File: src/rtl/fetch_pc_ctrl.sv
// Instruction-fetch PC controller: one outstanding fetch request, a one-entry
// decode buffer, predictor/resolution redirects and stale-response discard.
module fetch_pc_ctrl #(
    parameter int unsigned    LEN        = 32,
    parameter logic [LEN-1:0] RESET_PC   = '0,
    parameter int unsigned    INST_BYTES = 4,
    parameter int unsigned    CNT_W      = 16
) (
    input  logic             clk,
    input  logic             rst,
    input  logic             rdy_in,
    input  logic             redirect_valid,
    input  logic [LEN-1:0]   redirect_target,
    output logic             req_valid,
    output logic [LEN-1:0]   req_addr,
    input  logic             req_ready,
    input  logic             resp_valid,
    input  logic [LEN-1:0]   resp_inst,
    input  logic             pred_taken,
    input  logic [LEN-1:0]   pred_target,
    output logic             inst_valid,
    output logic [LEN-1:0]   inst_out,
    output logic [LEN-1:0]   inst_pc,
    input  logic             inst_ready,
    output logic [CNT_W-1:0] fetch_cnt,
    output logic [CNT_W-1:0] drop_cnt
);

    localparam logic [LEN-1:0]   PC_STEP = LEN'(INST_BYTES);
    localparam logic [CNT_W-1:0] CNT_ONE = CNT_W'(1);

    typedef enum logic [1:0] {
        S_REQ  = 2'd0,
        S_WAIT = 2'd1,
        S_DROP = 2'd2
    } state_e;

    state_e           state_q, state_d;
    logic [LEN-1:0]   pc_q, pc_d;
    logic             inst_valid_q, inst_valid_d;
    logic [LEN-1:0]   inst_out_q, inst_out_d;
    logic [LEN-1:0]   inst_pc_q, inst_pc_d;
    logic [CNT_W-1:0] fetch_cnt_q, fetch_cnt_d;
    logic [CNT_W-1:0] drop_cnt_q, drop_cnt_d;
    logic             accept;

    // State and datapath registers; reset wins over the global enable.
    always_ff @(posedge clk) begin
        if (rst) begin
            state_q      <= S_REQ;
            pc_q         <= RESET_PC;
            inst_valid_q <= 1'b0;
            inst_out_q   <= '0;
            inst_pc_q    <= '0;
            fetch_cnt_q  <= '0;
            drop_cnt_q   <= '0;
        end else if (rdy_in) begin
            state_q      <= state_d;
            pc_q         <= pc_d;
            inst_valid_q <= inst_valid_d;
            inst_out_q   <= inst_out_d;
            inst_pc_q    <= inst_pc_d;
            fetch_cnt_q  <= fetch_cnt_d;
            drop_cnt_q   <= drop_cnt_d;
        end
    end

    // Next state: redirect beats response, response beats sequential step.
    always_comb begin
        state_d      = state_q;
        pc_d         = pc_q;
        inst_valid_d = inst_valid_q;
        inst_out_d   = inst_out_q;
        inst_pc_d    = inst_pc_q;
        fetch_cnt_d  = fetch_cnt_q;
        drop_cnt_d   = drop_cnt_q;
        accept       = req_valid && req_ready;

        if (inst_valid_q && inst_ready) begin
            inst_valid_d = 1'b0;
        end

        unique case (state_q)
            S_REQ: begin
                if (redirect_valid) begin
                    pc_d    = redirect_target;
                    state_d = accept ? S_DROP : S_REQ;
                end else if (accept) begin
                    state_d = S_WAIT;
                end
            end
            S_WAIT: begin
                if (redirect_valid && resp_valid) begin
                    drop_cnt_d = drop_cnt_q + CNT_ONE;
                    pc_d       = redirect_target;
                    state_d    = S_REQ;
                end else if (redirect_valid) begin
                    pc_d    = redirect_target;
                    state_d = S_DROP;
                end else if (resp_valid) begin
                    inst_out_d   = resp_inst;
                    inst_pc_d    = pc_q;
                    inst_valid_d = 1'b1;
                    fetch_cnt_d  = fetch_cnt_q + CNT_ONE;
                    pc_d         = pred_taken ? pred_target : pc_q + PC_STEP;
                    state_d      = S_REQ;
                end
            end
            S_DROP: begin
                if (resp_valid) begin
                    drop_cnt_d = drop_cnt_q + CNT_ONE;
                    state_d    = S_REQ;
                end
                if (redirect_valid) begin
                    pc_d = redirect_target;
                end
            end
            default: begin
                state_d = S_REQ;
            end
        endcase

        // A redirect flushes the buffer, overriding any fill on this edge.
        if (redirect_valid) begin
            inst_valid_d = 1'b0;
        end
    end

    // Outputs: request only from S_REQ with an empty buffer.
    always_comb begin
        req_valid  = (state_q == S_REQ) && !inst_valid_q;
        req_addr   = pc_q;
        inst_valid = inst_valid_q;
        inst_out   = inst_out_q;
        inst_pc    = inst_pc_q;
        fetch_cnt  = fetch_cnt_q;
        drop_cnt   = drop_cnt_q;
    end

endmodule
File: config.mk
export PLATFORM = sky130hd
export DESIGN_NAME = fetch_pc_ctrl
export DESIGN_NICKNAME = d
export VERILOG_FILES = /design/src/rtl/fetch_pc_ctrl.sv
export SDC_FILE = /design/constraint.sdc
export NUM_CORES = 1
export LEC_CHECK = 0
export CORE_ASPECT_RATIO = 1.25
export CORE_MARGIN = 2
export CORE_UTILIZATION = 45
export DETAILED_ROUTE_END_ITERATION = 10
export PLACE_DENSITY_LB_ADDON = 0.2
export SLEW_MARGIN = 30
export SYNTH_ARGS = -nofsm -noshare
export SYNTH_HDL_FRONTEND = slang
export SYNTH_SLANG_ARGS = --single-unit
File: constraint.sdc
create_clock -name clk -period 2.8 [get_ports clk]
set_clock_uncertainty 0.1 [all_clocks]
set_input_delay 0.28 -clock clk [delete_from_list [all_inputs] [get_ports clk]]
set_output_delay 0.28 -clock clk [all_outputs]
set_load 0.01 [all_outputs]
### After elaboration in Yosys (flattened, before gate mapping)

Index checks and enable logic that the tools add are counted.

| storage, ports and cells | value |
|---|---|
| output and inout port bits | 130 |
| word-level logic and storage cells | 53 |
| bits of input ports | 104 |
| register bits after elaboration | 131 |

| cells by class | value |
|---|---|
| $add $sub $neg | 3 |
| muxes and demuxes | 21 |
| eq/ne operators | 7 |
| reductions and logical operators | 13 |
| bitwise operators | 2 |

Operators by type and width:

| cell | number |
|---|---|
| 32-bit two-way mux | 5 |
| 32-bit one-hot mux with 2 select lines | 1 |
| 16-bit by 1-bit adder with 16-bit output, second input constant | 2 |
| 32-bit by 3-bit adder with 32-bit output, second input constant | 1 |
| 16-bit two-way mux | 2 |
| 16-bit one-hot mux with 2 select lines | 1 |
| 2-bit two-way mux | 6 |
| 4-bit AND reduction | 2 |
| 2-bit one-hot mux with 3 select lines | 1 |
| 1-bit two-way mux | 5 |
| 5-bit AND reduction | 1 |
| 1-bit logical AND | 4 |
| 2-bit != test, second input constant | 2 |
| 4-bit != test, second input constant | 1 |
| 2-bit nonzero test | 2 |
| 3-bit != test, second input constant | 1 |
| 2-bit by 1-bit equality test with 1-bit output, second input constant | 1 |
| 2-bit equality test, second input constant | 1 |
| 2-bit zero test | 1 |
| 2-bit by 1-bit != test with 1-bit output, second input constant | 1 |
| 1-bit inverter | 2 |
| 2-bit AND reduction | 1 |
| 2-bit OR reduction | 1 |
| 1-bit zero test | 1 |

### Logic depth before layout (Yosys ltp)

| depth | value |
|---|---|
| depth in word-level cells | 6 |
| gate-level depth with buffers | 8 |
| mapped depth without buffers | 6 |

### Worst setup path before layout

Ideal clock, no wire load.

| timing path | value |
|---|---|
| kind | register -> register |
| start point | register pc_q[2], in the netlist req_addr[2] |
| end point | register pc_q[30], in the netlist req_addr[30] |
| arrival time | 1835 ps |
| setup slack | 750 ps |
| period minus slack after synthesis | 2050 ps |
| required time | 2585 ps |
| cell stages (with the launch flop) | 7 |
| path buffers | 0 |
| library setup time | 115 ps |
| cells stage by stage | dfxtp_1 ha_1 nand4_1 nor4_1 a31oi_1 o21a_1 o21ba_2 |

| between the ends | value |
|---|---|
| longest elaborated chain between the ends | 6 |

RTL lines:

| what | line | source |
|---|---|---|
| start, declared | 39 | `logic [LEN-1:0] pc_q, pc_d;` |
| start signal, assigned | 59 | `pc_q <= pc_d;` |
| 32-bit by 3-bit adder with 32-bit output | 105 | `pc_d = pred_taken ? pred_target : pc_q + PC_STEP;` |
| 32-bit two-way mux | 105 |  |
| 32-bit two-way mux | 100 | `end else if (resp_valid) begin` |
| 32-bit two-way mux | 97 | `end else if (redirect_valid) begin` |
| 32-bit two-way mux | 93 | `if (redirect_valid && resp_valid) begin` |
| 32-bit one-hot mux with 2 select lines | 83 | `unique case (state_q)` |

Every way passes these cells. The select of a mux whose other input is x is not followed.
A chain may end at the register's enable or synchronous reset.

### Worst setup path after layout

| timing path | value |
|---|---|
| start point | register state_q[0] |
| end point | register pc_q[23], in the netlist req_addr[23] |

| between the ends | value |
|---|---|
| longest elaborated chain between the ends | 4 |
| elaborated cells between the ends (all ways) | 9 |

RTL lines:

| what | line | source |
|---|---|---|
| start, declared | 38 | `state_e state_q, state_d;` |
| start signal, assigned | 58 | `state_q <= state_d;` |
| 2-bit equality test / 2-bit zero test (equally long branches) | 83 |  |
| 2-bit OR reduction (no source line) | -- |  |
| 2-bit by 1-bit != test with 1-bit output (no source line) / 2-bit nonzero test (equally long branches) | -- |  |
| 4-bit AND reduction (no source line) | -- |  |

Parallel ways exist; a longest one is shown, timed or not.

==> results.md <==
Synth:
- The netlist area before placement is 6284 um2.
- The fraction of registers with async set/reset is 0.
- The dominant synthesized flop cell is sky130_fd_sc_hd__dfxtp_1.
- The complex-gate fraction of the synthesized area came to 0.2019.
- The synthesized flop and latch total is 131.
- Ranked by total cell area, the synthesized netlist is headed by sky130_fd_sc_hd__dfxtp_1 (42%), sky130_fd_sc_hd__nand2_1 (11%), sky130_fd_sc_hd__a21oi_1 (8.8%), sky130_fd_sc_hd__nor2_1 (3.6%), sky130_fd_sc_hd__o21ai_0 (2.2%).
- The total nets after synthesis is 921.
- In the synthesized netlist, the number of instances is 814.
- By instance count, the leading cell after synthesis is sky130_fd_sc_hd__nand2_1.
- Ranked by instance count, the synthesized netlist is headed by sky130_fd_sc_hd__nand2_1 (183), sky130_fd_sc_hd__dfxtp_1 (131), sky130_fd_sc_hd__a21oi_1 (111), sky130_fd_sc_hd__nor2_1 (60), sky130_fd_sc_hd__clkbuf_1 (36).
- A synthesized cell averages 7.719 um2.
- Yosys printed 0 warnings.
- In this run, synthesis inferred 0 flip-flops with an integrated enable.
- The count of different cell masters after synthesis is 69.
- The multiplexer fraction of the synthesized cell area is 0.006770.
- Of the total synthesized cell area, the portion taken by full adders, half adders and majority gates is 0.005974.
- Of the total synthesized cell area, the portion taken by XOR and XNOR cells is 0.04042.
- Of all cell types, the one taking the most synthesized area is sky130_fd_sc_hd__dfxtp_1.
- The sequential-to-total area share from yosys stat is 0.4174.
- The area share of the leading cell type in the synthesized netlist is 0.4174.
- The combinational family with the most area after synthesis is simple AND/OR/NAND/NOR gates.
- The synthesized-area fraction occupied by and/or/nand/nor cells is 0.2818.

Clocking:
- The CTS root buffer is sky130_fd_sc_hd__clkbuf_16.
- The clock net in this run drives a total of 131 sinks.
- The H-tree generated during clock tree synthesis spans 4 levels.
- After clock tree synthesis, the clock-pin slew on the worst setup and hold paths is 60 ps.
- The number of hold buffers added after CTS was 0.
- Once the clock tree was built, the resizer swapped 0 gates to a different size.
- The number of buffers on the longest clock path is 2.
- The later pin in the worst-skew pair is clocked with a latency of 420 ps.
- The number of buffers added for setup after CTS is 0.
- The number of buffers created by CTS is 17.
- The clock tree from TritonCTS is built.

GRT:
- The via count of the first global-routing pass is 6336.
- Entering global routing, the biggest net connects 71 pins.
- The number of antenna violations at the first check in global routing is 0.
- The wire length of the first global-routing pass is 31730 um.
- The global router's overall resource usage is 0.2697.
- The leftover overflow at the end of global routing is 0.

Worst setup path:
- The worst setup path is captured at a flip-flop.
- In this design, the largest share of critical-path delay is due to compound AO/OA/AOI/OAI gates.
- Data arrives at the worst endpoint at 2520 ps.
- STA classifies the critical path startpoint as a flip-flop.
- The category of the most critical setup path is reg2reg.
- The stage delay of the slowest cell on the critical path is 580 ps.
- The critical path's slowest cell is sky130_fd_sc_hd__dfxtp_1.
- The number of buffers and inverters on the critical path is 1.
- At the worst endpoint, the required time is 3040 ps.
- The signal on the critical path passes through and2_1, o211a_1, buf_4, o21ai_0, a21o_1, a21oi_1.
- The maximum fanout along the worst path is 15.

Finish:
- The synthesis-to-layout area growth is 49.62%.
- The number of nets in the layout is 1143.
- The end-of-flow core utilization is 0.6836.
- Summing all multi-input logic gate instances after layout gives 3378 um2.
- Summing all non-filler instances in the final layout gives an area of 9402 um2.
- The post-layout instance count excluding filler cells is 1221.
- In the final layout, flip-flops and latches occupy 2623 um2.
- The proportion of layout cells with a drive suffix above 1 is 0.07457.
- The total inserted antenna cells is 0.
- After filler insertion, the fill cell instance count of the layout stands at 1207.

Placement:
- The number of buffers added on ports is 233.
- Including well taps, the total number of placed cells is 1192.
- Detailed placement ended at an HPWL of 13960 um.
- Routability-driven placement finished with a final weighted congestion of 0.8334.
- After detailed placement, the total cell area comes to 8842 um2.

Routing:
- The average wire length per cell after detail routing is 16.65 um.
- In the routed layout, each cell is associated on average with a via count of 5.498.
- The first detailed-routing pass ran for 6 iterations.
- The routed design has 20330 um of wire.
- The detail route stage leaves a number of antenna-violating nets equal to 0.
- After the first detailed-routing iteration, the DRC count stood at 401.
- The routed layout has 6713 vias.
- For this run, design rule violations remaining after detail routing come to 0.

Timing:
- At the pin with the least slew margin, the transition time is 792.3 ps.
- Setup violations remaining at the end of the flow were counted as 0.
- The number of endpoints with negative hold slack in the final report is 0.
- The post-route clock period utilization is 0.8153.
- After routing, the total negative slack on setup checks comes to 0 ps.
- Subtracting the final worst setup slack from the clock period gives 2283 ps.
- The relative slew slack is 0.4718.
- Setup repair after global routing left no endpoint under its margin.
- The count of pins over their slew limit is 0.
- The maximum achievable frequency is 438.1 MHz.

Floorplanning:
- The die boundary height is 136.1 um.
- The floorplan has 48 rows.
- In this run the horizontal extent of the chip is 109.7 um.
- 234 I/O pins were placed.
- The initial standard-cell utilization of the core is 0.4569.
- The die covers 14930 um2.
- The placeable core region is 13750 um2.

Job:
- Max-cap violations in this run came to 0.

Hold path:
- The class of the tightest hold or removal check is in2reg.

Run status:
- The flow ran to the end, and the final reports show no timing, DRC or antenna violations.

Pwr:
- The maximum vdd ir drop is 0.3145 mV.
- The analysis attributes to cell leakage a power of 3.198 nW.
- The cell area power density is 487.9 nW/um2.
- The overall power consumption is 4.587 mW.
-- state kept, by name, indices dropped and copies added, names as in the netlist --
| name | flops |
|---|---|
| inst_out | 32 |
| state_q | 2 |
| drop_cnt | 16 |
| inst_pc | 32 |
| inst_valid | 1 |
| req_addr | 32 |
| fetch_cnt | 16 |
-- path summary, 6_finish.rpt --
check | start | end | slack, ps | depth (start not counted)
worst min-delay path | resp_inst[19] | inst_out[19] | 310 | 3
worst max register to register | state_q[0] | req_addr[23] | 520 | 6
worst max-delay path | state_q[0] | req_addr[23] | 520 | 6
worst min register to register | inst_pc[12] | inst_pc[12] | 350 | 2
-- metal layers --
metal	GRT usage	up-vias	routed length [um]
li1	-	3306	-
met1	0.3254	3126	8042
met2	0.4609	256	10200
met3	0.07143	25	1711
met4	0.09001	0	370
met5	0	-	0
-- logic make-up (layout without fill, tap and decap cells) --
logic type,Yosys count,after routing
mux,4,4
fa+ha+maj,3,3
simple gates,367,367
buf+inv,70,302
flops,131,131
xor+xnor,29,29
compound gates,210,210
-- metrics by stage --
stage | worst slack (ps) | hold slack, ps
2_1_floorplan | 749.6 | 316.0
3_3_place_gp | 289.5 | 340.4
3_5_place_dp | 267.7 | 345.7
4_1_cts | 523.6 | 291.6
5_1_grt | 361.9 | 304.1
6_report | 517.2 | 306.3
-- tightest hold or removal path, delay by kind of cell --
family | cells | cell delay (ps)
buf+inv | 1 | 390
simple gates | 1 | 50
compound gates | 1 | 50
-- cell usage in the layout (no fill, tap or decap), drive strengths merged, types with 3 or more instances in the layout --
master         count
clkdlybuf4s50    232
nand2            183
dfxtp            131
a21oi            111
nor2              61
o21ai             30
buf               29
nand3             25
nand4             25
clkbuf            24
nor4              17
xor2              16
nor3              15
xnor2             13
inv               12
or3               11
a211oi            11
o211ai            11
a31oi             10
a21o               5
a31o               5
nand2b             4
and3               4
nor2b              4
a311oi             4
and4               3
o21a               3
ha                 3
-- report_power, final --
group          internal (mW)  total (mW)  switching [mW]
logic                  0.271       0.489           0.218
registers               1.90        1.95          0.0495
clock network           1.36        2.15           0.786
total                   3.53        4.59            1.05
-- layout make-up --
type,instances,area share
Multi-Input combinational cell,613,0.3593
Clock inverter,5,0.008251
Timing Repair Buffer,261,0.2742
Inverter,12,0.004791
Sequential cell,131,0.2789
Tap cell,175,0.02329
Clock buffer,24,0.05124
No activity file was read; power rests on OpenSTA's default activity.
